--- src/rtl/rename_free_list_pkg.sv ---
// rtl/rename_free_list_pkg.sv - shared sizes, types and helpers for the rename free list
package rename_free_list_pkg;

    localparam int N_WAY         = 2;
    localparam int freelistdepth = 32;
    localparam int TABLE_ENTRIES = 64;
    localparam int DEPTH         = freelistdepth;
    localparam int PREG_W        = $clog2(TABLE_ENTRIES);
    localparam int IDX_W         = $clog2(DEPTH);
    // Pointers and the free count carry one bit beyond the index so that
    // "all free" (count == DEPTH) and "none free" (count == 0) are distinct.
    localparam int PTR_W         = IDX_W + 1;
    localparam int FIRST_PREG    = 32;

    typedef logic [PREG_W-1:0] preg_t;
    typedef logic [PTR_W-1:0]  ptr_t;

    // Everything rename and the ROB present to the free list in one cycle.
    typedef struct packed {
        logic [N_WAY-1:0]        alloc_req;
        logic [N_WAY-1:0]        free_en;
        preg_t [N_WAY-1:0]       free_preg;
        logic [N_WAY-1:0]        commit_alloc;
    } free_list_req_t;

    function automatic logic [1:0] popcount2(input logic [1:0] v);
        return {1'b0, v[0]} + {1'b0, v[1]};
    endfunction

endpackage

--- src/rtl/rename_free_list_if.sv ---
// rtl/rename_free_list_if.sv - rename/ROB to free-list handshake bundle
//   req        : alloc_req, free_en, free_preg, commit_alloc (master drives)
//   flush      : mispredict recovery (master drives)
//   alloc_preg : granted IDs, lane-compacted (slave drives)
//   alloc_ok   : every requested lane can be granted (slave drives)
//   free_count, empty, full : speculative occupancy view (slave drives)
interface rename_free_list_if;
    import rename_free_list_pkg::*;

    free_list_req_t          req;
    logic                    flush;
    preg_t [N_WAY-1:0]       alloc_preg;
    logic                    alloc_ok;
    ptr_t                    free_count;
    logic                    empty;
    logic                    full;

    modport master (
        output req, flush,
        input  alloc_preg, alloc_ok, free_count, empty, full
    );

    modport slave (
        input  req, flush,
        output alloc_preg, alloc_ok, free_count, empty, full
    );

endinterface

--- src/rtl/rename_free_list_ptr.sv ---
// rtl/rename_free_list_ptr.sv - wrap-bit circular pointer with 0/1/2 increment and load
//   clk, rst_n : clock, asynchronous active-low reset
//   inc        : amount to advance this edge (0, 1 or 2)
//   load       : replace the pointer with load_val (takes priority over inc)
//   load_val   : value to load
//   ptr        : current pointer, index bits plus wrap bit
module rename_free_list_ptr
    import rename_free_list_pkg::*;
#(
    parameter ptr_t RESET_VAL = '0
) (
    input  logic       clk,
    input  logic       rst_n,
    input  logic [1:0] inc,
    input  logic       load,
    input  ptr_t       load_val,
    output ptr_t       ptr
);

    // DEPTH is a power of two, so plain wrap-around addition over the full
    // width keeps the index modulo DEPTH and toggles the wrap bit for free.
    always_ff @(posedge clk or negedge rst_n) begin
        if (!rst_n) begin
            ptr <= RESET_VAL;
        end else if (load) begin
            ptr <= load_val;
        end else begin
            ptr <= ptr + ptr_t'(inc);
        end
    end

endmodule

--- src/rtl/rename_free_list.sv ---
// rtl/rename_free_list.sv - 2-way physical register free list with committed-head recovery
//   clk, rst_n : clock, asynchronous active-low reset
//   fl         : slave side of rename_free_list_if (alloc/free/commit/flush, grants, occupancy)
module rename_free_list
    import rename_free_list_pkg::*;
(
    input  logic                 clk,
    input  logic                 rst_n,
    rename_free_list_if.slave    fl
);

    preg_t            entries [DEPTH];
    ptr_t             head;
    ptr_t             tail;
    ptr_t             chead;

    logic [1:0]       n_alloc;
    logic [1:0]       n_free;
    logic [1:0]       n_commit;
    ptr_t             count;
    logic             grant;
    logic             free_ok;
    logic [IDX_W-1:0] head_idx;
    logic [IDX_W-1:0] tail_idx;
    logic [IDX_W-1:0] rd1_idx;
    logic [IDX_W-1:0] wr1_idx;
    ptr_t             restore_head;

    assign n_alloc  = popcount2(fl.req.alloc_req);
    assign n_free   = popcount2(fl.req.free_en);
    assign n_commit = popcount2(fl.req.commit_alloc);

    assign count    = tail - head;
    assign head_idx = head[IDX_W-1:0];
    assign tail_idx = tail[IDX_W-1:0];

    // Lanes are compacted: a lane that is idle does not consume a slot, so
    // lane 1 reads one slot further only when lane 0 is also allocating.
    assign rd1_idx  = head_idx + IDX_W'(fl.req.alloc_req[0]);
    assign wr1_idx  = tail_idx + IDX_W'(fl.req.free_en[0]);

    // All-or-nothing grant judged against registered occupancy only; IDs
    // freed this cycle become visible next cycle.
    assign grant    = !fl.flush && (ptr_t'(n_alloc) <= count);

    // Returning more IDs than there are empty slots would overwrite live
    // entries, so the whole group of returns is dropped in that case.
    assign free_ok  = ({1'b0, count} + (PTR_W+1)'(n_free)) <= (PTR_W+1)'(DEPTH);

    // Commits in the flush cycle retire first, then speculation rewinds.
    assign restore_head = chead + ptr_t'(n_commit);

    assign fl.alloc_preg[0] = entries[head_idx];
    assign fl.alloc_preg[1] = entries[rd1_idx];
    assign fl.alloc_ok      = grant;
    assign fl.free_count    = count;
    assign fl.empty         = (count == '0);
    assign fl.full          = (count == ptr_t'(DEPTH));

    rename_free_list_ptr #(.RESET_VAL(ptr_t'(0))) u_head (
        .clk      (clk),
        .rst_n    (rst_n),
        .inc      (grant ? n_alloc : 2'd0),
        .load     (fl.flush),
        .load_val (restore_head),
        .ptr      (head)
    );

    // Tail starts one full lap ahead of head: every slot holds a free ID.
    rename_free_list_ptr #(.RESET_VAL(ptr_t'(DEPTH))) u_tail (
        .clk      (clk),
        .rst_n    (rst_n),
        .inc      (free_ok ? n_free : 2'd0),
        .load     (1'b0),
        .load_val ('0),
        .ptr      (tail)
    );

    rename_free_list_ptr #(.RESET_VAL(ptr_t'(0))) u_chead (
        .clk      (clk),
        .rst_n    (rst_n),
        .inc      (n_commit),
        .load     (1'b0),
        .load_val ('0),
        .ptr      (chead)
    );

    always_ff @(posedge clk or negedge rst_n) begin
        if (!rst_n) begin
            for (int i = 0; i < DEPTH; i++) begin
                entries[i] <= preg_t'(FIRST_PREG + i);
            end
        end else if (free_ok) begin
            if (fl.req.free_en[0]) begin
                entries[tail_idx] <= fl.req.free_preg[0];
            end
            if (fl.req.free_en[1]) begin
                entries[wr1_idx] <= fl.req.free_preg[1];
            end
        end
    end

    a_no_free_overflow: assert property (
        @(posedge clk) disable iff (!rst_n) free_ok
    );

    a_chead_behind_head: assert property (
        @(posedge clk) disable iff (!rst_n) (ptr_t'(n_commit) <= ptr_t'(head - chead))
    );

endmodule

--- src/flat_wrapper.sv ---
// flat-port wrapper written by rule: the top's interface ports become plain ports
module rename_free_list_flat import rename_free_list_pkg::*;
  (clk, rst_n, fl_req, fl_flush, fl_alloc_preg, fl_alloc_ok, fl_free_count, fl_empty, fl_full);
  rename_free_list_if fl_i ();
  input  logic clk;
  input  logic rst_n;
  input wire logic [$bits(fl_i.req)-1:0] fl_req;
  input wire logic [$bits(fl_i.flush)-1:0] fl_flush;
  output wire logic [$bits(fl_i.alloc_preg)-1:0] fl_alloc_preg;
  output wire logic [$bits(fl_i.alloc_ok)-1:0] fl_alloc_ok;
  output wire logic [$bits(fl_i.free_count)-1:0] fl_free_count;
  output wire logic [$bits(fl_i.empty)-1:0] fl_empty;
  output wire logic [$bits(fl_i.full)-1:0] fl_full;
  assign fl_i.req = fl_req;
  assign fl_i.flush = fl_flush;
  assign fl_alloc_preg = fl_i.alloc_preg;
  assign fl_alloc_ok = fl_i.alloc_ok;
  assign fl_free_count = fl_i.free_count;
  assign fl_empty = fl_i.empty;
  assign fl_full = fl_i.full;
  rename_free_list u_core (.clk(clk), .rst_n(rst_n), .fl(fl_i));
endmodule
--- config.mk ---
export PLATFORM = sky130hd
export DESIGN_NAME = rename_free_list_flat
export DESIGN_NICKNAME = d
export VERILOG_FILES = /design/src/rtl/rename_free_list_pkg.sv /design/src/rtl/rename_free_list_if.sv /design/src/rtl/rename_free_list_ptr.sv /design/src/rtl/rename_free_list.sv /design/src/flat_wrapper.sv
export SDC_FILE = /design/constraint.sdc
export NUM_CORES = 1
export LEC_CHECK = 0
export CORE_UTILIZATION = 30
export DETAILED_ROUTE_END_ITERATION = 8
export GPL_ROUTABILITY_DRIVEN = 0
export PLACE_DENSITY = 0.43
export SYNTH_ARGS = -nofsm -noshare
export SYNTH_HDL_FRONTEND = slang
export SYNTH_SLANG_ARGS = --single-unit
--- constraint.sdc ---
create_clock -name clk -period 8.3 [get_ports clk]
set_clock_uncertainty 0.15 [all_clocks]
set_input_delay 1.245 -clock clk [delete_from_list [all_inputs] [get_ports clk]]
set_output_delay 1.245 -clock clk [all_outputs]
set_load 0.05 [all_outputs]
==> flow_summary.yaml <==
drt:
  drt-total-wl_mm: 60.7
  first_iter_violations: 1116
  via_per_inst: 5.46
  drtAntennaViolNets: 0
  firstDrtPassIters: 8
  wl_per_cell_um: 26.7
  drc: 0
  vias: 12414
synth:
  synth.top_cell.area_share_pct: 17.4
  ys_warn_count: 0
  ys_ff_latch: 210
  ys.flop_type: "dfstp_2"
  syn_inst: 1532
  yosysSeqAreaShare_pct: 31.6
  synthTopCellsByArea: "dfstp_2 (17%), mux4_2 (16%), mux2_4 (15%), dfrtp_1 (14%), mux2i_1 (11%)"
  synth_nets: 1578
  syn_avg_cell_area_um2: 11.1
  synth.distinct_cells: 54
  async_flop_share_pct: 100
  synth_edf_count: 0
  syn-cell-area_um2: 17100
  yosysTopAreaCell: "dfstp_2"
floorplan:
  core_area_um2: 56300
  design.die.area_um2: 57900
  ioPinCount: 42
  die_width_um: 241
  start_util_pct: 30.3
  rows: 87
  die_h_um: 241
setup_path:
  path_max_fanout: 36
  crit_type: "in -> out"
  worstPathCellList: "clkdlybuf4s50_1, ha_4, ha_2, buf_4, mux4_2, mux4_2, mux2_2, clkdlybuf4s50_1"
  worst-endpoint-required_ps: 6900
  worstPathArrival_ps: 5260
  critPathCaptureType: "primary output"
  worstSetupStartpointType: "input pin"
  cp_slowest_stage_delay_ps: 980
  critPathSlowestCell: "ha_2"
clock_tree:
  cts_tree: "yes"
  cts_sinks: 210
  ctsRootBufferMaster: "clkbuf_16"
  cts_made_buffers: 28
  post-cts-setup-buffers: 0
  path_clk_slew_ps: 60
  hold_buffers: 0
  insertion_delay_ps: 570
  post_cts_resized: 0
  cts_max_path_buffers: 3
  h-tree-depth: 1
sta:
  relSlewSlack_pct: 18.5
  max_clock_freq_mhz: 150
  whs_ps: 339
  final_max_slew_viol_count: 0
  finalSetupViolCount: 0
  setup_tns_ps: 0
  min_period_ps: 6650
  finalCritPeriodShare_pct: 80.2
  rsz0062_at_grt: "false"
  report.final.hold_viol_count: 0
  max_slew.worst_pin.slew_ps: 1210
placed_design:
  numPortBuffers: 41
  hpwl_mm: 40.2
  place_inst: 2223
global_route:
  grt_start_max_net_pins: 140
  antenna_found_initial: 0
  grt_pass1_wl_mm: 90.0
  grt_pass1_vias: 12247
  grt.total_usage_pct: 21.3
  overflow: 0
layout:
  fill_cells: 5563
  final_cell_mix: "mux2i_1 (192), mux2_4 (169), nand2_1 (159)"
  instances_no_fill: 2275
  final_common_cell: "mux2i_1"
  drive_gt1_share_pct: 34.8
  regArea_um2: 5400
  antenna_cells: 0
  multi_input_area_um2: 10900
  area_delta_synth_final_pct: 11.2
  layout.nets: 1543
run_status:
  status: "completed"
flow_run:
  max_cap_viol_count: 0
hold_path:
  hold_path.class: "reg -> reg"
==> path summary, 6_finish.rpt <==
| kind | from | end | slack, ps | cells after the start |
|---|---|---|---|---|
| min | u_core.u_chead.ptr[5] | u_core.u_chead.ptr[5] | 340 | 1 |
| min in group asynchronous | rst_n | u_core.u_chead.ptr[0] | 490 | 1 |
| min reg2reg | u_core.u_chead.ptr[5] | u_core.u_chead.ptr[5] | 340 | 1 |
| max in group asynchronous | rst_n | u_core.entries[114] | 6200 | 2 |
| max reg2reg | u_core.u_head.ptr[1] | u_core.entries[18] | 2790 | 12 |
| max | fl_req[16] | fl_alloc_preg[10] | 1650 | 8 |
==> routing by layer <==
metal  track usage (%)  part of all wire, %  vias up  wire length, um
li1                  -                    -     5539                -
met1              29.4                   45     6452            27400
met2              35.3                   48      372            29000
met3              2.86                  5.0       51             3040
met4              4.61                  2.0        0             1200
met5                 0                    0        -                0
==> per-stage QoR <==
| stage | cell area [um2] | utilization [%] | setup slack, ps |
|---|---|---|---|
| 2_1_floorplan | 17100 | - | 2690 |
| 3_3_place_gp | 18000 | 32.1 | 1700 |
| 3_5_place_dp | 18000 | 32.1 | 1640 |
| 4_1_cts | 19000 | 33.7 | 1630 |
| 5_1_grt | 19000 | 33.7 | 1570 |
| 6_report | 19000 | 33.7 | 1650 |
==> Yosys cell counts, drive strengths merged (3+ instances only) <==
cell and count:
mux2 199, inv 25, xnor2 14, a32o 3, mux4 120, nor3b 3
and4 3, nand3 7, nor3 25, nor2b 6, buf 41, o21ai 116
a21o 8, xor2 6, mux2i 192, and2 7, nand2 159, clkbuf 95
nand2b 8, dfrtp 97, nor2 131, and3 3, nand4 4, a21oi 93
ha 20, a22oi 6, dfstp 113, nor4 3, fa 5
==> worst max-delay path, delay by kind of cell <==
family     cells  cell delay [ps]
buf+inv        3             1600
fa+ha+maj      2             1210
mux            3             1140
==> registers in the layout, summed over array words and instances (netlist names) <==
signal,flops
u_core.entries,192
u_core.u_chead.ptr,6
u_core.u_head.ptr,6
u_core.u_tail.ptr,6
==> logic make-up after synthesis <==
| kind of cell | share of synthesized area [%] |
|---|---|
| fa+ha+maj | 2.05 |
| flops | 31.6 |
| simple gates | 9.46 |
| compound gates | 7.40 |
| xor+xnor | 1.03 |
| mux | 43.9 |
| buf+inv | 4.51 |
==> final cells by class <==
cell class                 count  share of cell area [%]
clock buffer                  44                    4.27
tap                          756                    4.98
clock inverter                 8                   0.685
sequential                   210                    28.4
multi-input combinational   1159                    57.6
timing repair buffer          71                    3.51
inverter                      27                   0.534
Power is left out: the tool's default activity adds up to more than one toggle a clock period on the data nets, which glitch-free logic cannot reach.
==> RTL change 1, RTL diff (config.mk and constraints unchanged) <==
The package constant `TABLE_ENTRIES` goes from 64 to 128.
--- a/src/rtl/rename_free_list_pkg.sv
+++ b/src/rtl/rename_free_list_pkg.sv
@@ -5,3 +5,3 @@
     localparam int freelistdepth = 32;
-    localparam int TABLE_ENTRIES = 64;
+    localparam int TABLE_ENTRIES = 128;
     localparam int DEPTH         = freelistdepth;
Ports: changed (resized fl_alloc_preg and fl_req); port bits go from 42 to 46. The function was not compared with the original's and may differ.
==> RTL change 1 against the unedited design <==
Sequential share of layout area is 1.1 points higher; largest cell class unchanged; cell count is 25% higher; maximum frequency is 1.7% higher; synthesized area is 12% higher; sequential cell count is 32 higher; first-iteration DRC count is 70% higher; routed wire length is 27% higher; design area is 11% higher; critical endpoint is now fl_alloc_preg[9]; setup slack better by 0.11 ns; synthesized cell count is 36% higher.
==> RTL change 1: results (changes against the unedited design) <==
| Metric | Value |
|---|---|
| Layout Nets | 2039 (+32%) |
| Vias in the first global route | 15960 (+30%) |
| Post-CTS Setup Bufs | 0 (unchanged) |
| Worst Hold Launch | u_core.u_chead.ptr[5] |
| Worst r2r dst | u_core.entries[198] |
| FF-to-FF Start | u_core.u_head.ptr[1] |
| Filler cell count in the final layout | 6338 (+14%) |
| Antenna violations before repair | 0 (unchanged) |
| Share of the synthesized area in the top cell type | 17.0% (-0.44 points) |
| Slowest-stage cell, CP | ha_2 |
| Met3 wire length | 6.78 mm (+120%) |
| Clk_lat worst skew | 0.56 ns |
| Via count | 17029 (+37%) |
| Detailed placement HPWL | 48.5 mm (+21%) |
| Top reg by flops | u_core.entries |
| FF-to-FF path depth | 14 (+2) |
| Async S/R FF share, synth | 100% (unchanged) |
| Routed wl met2 | 32.7 mm (+13%) |
| Max FFs per register | 224 (+17%) |
| DR iter-0 viols | 1895 (+70%) |
| Max layer used | met5 |
| Overall routing resource usage | 24.0% (+2.8 points) |
| Worst Path Max Fanout | 31 (-14%) |
| Hold Path Depth | 1 (unchanged) |
| Syn. warnings | 0 (unchanged) |
| Wire per inst | 27.0 um (+1.3%) |
| CP peak stage delay | 0.88 ns (-0.10 ns) |
| Clk pin slew, worst setup/hold paths | 0.05 ns |
| Syn Area/Cell | 9.15 um^2 (-18%) |
| Routed WL | 77.1 mm (+27%) |
| Port bufs | 45 (+9.8%) |
| Commonest cells in the netlist | o21ai_0 (413), nand2_1 (204), a21oi_1 (193) |
| WL met1 | 36.1 mm (+32%) |
| Placed Cells | 2791 (+26%) |
| Largest net degree at the start of global routing | 185 (+32%) |
| Synth area leaders | dfrtp_1 (17%), mux4_2 (17%), dfstp_2 (16%) |
| Outcome | finished, final reports clean |
| DRT Pass-1 Iters | 5 (-3) |
| Synth cell types | 60 (+11%) |
| Syn_nets | 2129 (+35%) |
| Min-delay worst type | register to register |
| First-pass GRT wire length | 114 mm (+27%) |
| Worst-Margin Slew | 1.24 ns (+0.0247 ns) |
| Finish-stage setup viols | 0 (unchanged) |
| Clock root cell | clkbuf_16 |
| CTS Buf Count | 35 (+25%) |
| Layout cells sized above 1 | 24.8% (-10 points) |
| Reg2Reg Setup Slack | 2.46 ns (-0.33 ns) |
| Worst VDD drop | 0.000783 V |
| Register area share after synthesis | 32.5% (+0.94 points) |
| H-tree levels | 2 (+1) |
| Leakage | 7.58 nW |
| Crit path DAT | 5.15 ns (-0.11 ns) |
==> RTL change 1: cell families (layout without fill, tap and decap cells) <==
logic type / count (synthesis) / in the layout / synth area share, %
adder cells (fa/ha/maj): 25 / 25 / 1.84
buffers and inverters: 239 / 174 / 6.18
multiplexers: 275 / 275 / 23.7
AND/OR/NAND/NOR: 511 / 511 / 12.4
XOR/XNOR: 19 / 19 / 0.953
AO/OA/AOI/OAI: 770 / 770 / 22.4
flip-flops: 242 / 242 / 32.5
==> RTL change 1: layer usage <==
metal / vias to the layer above / track usage, %
met5: - / 1.00
met4: 2 / 5.73
met3: 79 / 4.89
met2: 722 / 34.3
met1: 8754 / 36.5
li1: 7472 / -
==> RTL change 1: worst max-delay path by stage <==
stage / end / slack, ns / start
2_1_floorplan: u_core.u_head.ptr[4] / 2.84 / u_core.u_head.ptr[1]
3_3_place_gp: fl_alloc_preg[9] / 1.83 / fl_req[18]
3_5_place_dp: fl_alloc_preg[9] / 1.73 / fl_req[18]
4_1_cts: fl_alloc_preg[9] / 1.73 / fl_req[18]
5_1_grt: fl_alloc_preg[13] / 1.66 / fl_req[18]
6_report: fl_alloc_preg[9] / 1.76 / fl_req[18]
==> RTL change 1: area by class of cell <==
type / instances / share of cell area, %
clock buffer: 54 / 4.93
tap: 837 / 4.98
clock inverter: 8 / 0.482
sequential: 242 / 29.5
timing repair buffer: 86 / 3.75
multi-input combinational: 1600 / 55.9
inverter: 26 / 0.464
==> RTL change 1: per-stage QoR <==
step	area [um^2]	total power [W]	hold WS (ns)	worst slack [ns]
2_1_floorplan	19000	0.00760	0.294	2.84
3_3_place_gp	19900	0.00901	0.316	1.83
3_5_place_dp	19900	0.00913	0.312	1.73
4_1_cts	21000	0.0107	0.322	1.73
5_1_grt	21000	0.0113	0.342	1.66
6_report	21000	0.0107	0.319	1.76
==> RTL change 1: critical path, delay by kind of cell <==
family	cells	cell delay, ns
buf+inv	3	1.58
mux	3	1.19
fa+ha+maj	2	1.11
==> RTL change 1: power breakdown <==
| part | switching [W] | total [W] | internal, W |
|---|---|---|---|
| clock | 0.000616 | 0.00154 | 0.000923 |
| sequential | 0.000599 | 0.00230 | 0.00170 |
| combinational | 0.00461 | 0.00685 | 0.00223 |
| total | 0.00583 | 0.0107 | 0.00486 |
==> RTL change 2, RTL diff (config.mk and constraints unchanged) <==
Made on the original files. Reset style: synchronous (`rst_n`), changed in 2 clocked blocks. Comments in the files are not updated.
--- a/src/rtl/rename_free_list_ptr.sv
+++ b/src/rtl/rename_free_list_ptr.sv
@@ -21,3 +21,3 @@
     // width keeps the index modulo DEPTH and toggles the wrap bit for free.
-    always_ff @(posedge clk or negedge rst_n) begin
+    always_ff @(posedge clk) begin
         if (!rst_n) begin
--- a/src/rtl/rename_free_list.sv
+++ b/src/rtl/rename_free_list.sv
@@ -87,3 +87,3 @@
 
-    always_ff @(posedge clk or negedge rst_n) begin
+    always_ff @(posedge clk) begin
         if (!rst_n) begin
Check against the original RTL: differs if rst_n is asserted again (counterexample within 4 cycles, from zero or initial values and one cycle with rst_n low); with rst_n held inactive, the same outputs for 4 cycles.
==> RTL change 2 against the unedited design <==
Sequential cell count unchanged; setup slack got worse by 0.022 ns; first-iteration DRC count increased by 34%; synthesized area decreased by 6.3%; register-to-register slack improved by 0.06 ns; routed wire length increased by 12%; design area decreased by 7.3%; cell count decreased by 6.3%.
==> RTL change 2: results (changes against the unedited design) <==
| Metric | Value |
|---|---|
| Outcome | finished, final reports clean |
| DR iter-0 viols | 1495 (+34%) |
| Async S/R FF share, synth | 0% (-100 points) |
| XOR/XNOR Fraction of Synth Area | 1.15% (+0.12 points) |
| Delay-heaviest family, CP | adder cells |
| # clk buffers | 33 (-25%) |
| Syn Area/Cell | 10.8 um^2 (-2.7%) |
| Post-route cell area | 17600 um^2 (-7.3%) |
| Compound-cell area share of the yosys netlist | 10.4% (+3.0 points) |
| Non-Clock Buffer Count | 72 (+1.4%) |
| Filler cell count in the final layout | 5271 (-5.2%) |
| Largest net degree at the start of global routing | 79 (-44%) |
| Met1 Use GR | 35.7% (+6.3 points) |
| Placed inst area | 16800 um^2 (-6.9%) |
| Synth area leaders | edfxtp_1 (36%), mux4_2 (17%), nand3_1 (5.3%) |
| First-pass GRT wire length | 95.6 mm (+6.2%) |
| WL met1 | 29.6 mm (+8.0%) |
| Sequential Area | 6130 um^2 (+14%) |
| Clock network share of area | 4.59% (-0.36 points) |
| Wire per inst | 31.9 um (+20%) |
| Detailed placement HPWL | 47.1 mm (+17%) |
| Layout Nets | 1472 (-4.6%) |
| Multi-Input Combinational | 1090 (-6.0%) |
| Vias in the first global route | 12531 (+2.3%) |
| Worst Path Max Fanout | 48 (+33%) |
| Number of vias per cell | 6.07 (+11%) |
| Register area share after synthesis | 38.3% (+6.7 points) |
| CP peak stage delay | 1.09 ns (+0.11 ns) |
| Mux contribution to synthesized area | 22.3% (-22 points) |
| DRT Pass-1 Iters | 5 (-3) |
| Synth cell types | 62 (+15%) |
| Antenna violations before repair | 1 (+1) |
| CTS Buf Count | 27 (-3.6%) |
| GR Util met2 | 36.1% (+0.87 points) |
| Number of synthesized flops with an enable pin | 192 (+192) |
| Top FF cell, synth | edfxtp_1 |
| Overall routing resource usage | 25.1% (+3.8 points) |
| Routed WL | 67.9 mm (+12%) |
[RTL change 2: cell count changes in the layout (fill, tap and decap cells not counted), sizes merged, moves of 56 or more]
cell and delta:
edfxtp +192, dfstp -113, mux2 -193, mux2i -112, nor3 +76, nand3 +164
a211oi +56, dfrtp -97
[RTL change 2: power groups by stage]
stage / logic (W) / clock network (W) / registers [W]
floorplan: 0.00135 / 0 / 0.00136
global route: 0.00191 / 0.00118 / 0.00143
CTS: 0.00182 / 0.00114 / 0.00142
finish: 0.00183 / 0.00113 / 0.00142
global placement: 0.00181 / 0 / 0.00144
detailed placement: 0.00182 / 0 / 0.00144
[RTL change 2: path summary, 6_finish.rpt]
path	from	to	slack (ns)	depth (start not counted)
setup / recovery	fl_req[16]	fl_alloc_preg[10]	1.62	7
hold / removal	u_core.u_chead.ptr[5]	u_core.u_chead.ptr[5]	0.39	2
setup reg to reg	u_core.u_head.ptr[1]	u_core.entries[10][0]	2.85	11
hold reg to reg	u_core.u_chead.ptr[5]	u_core.u_chead.ptr[5]	0.39	2
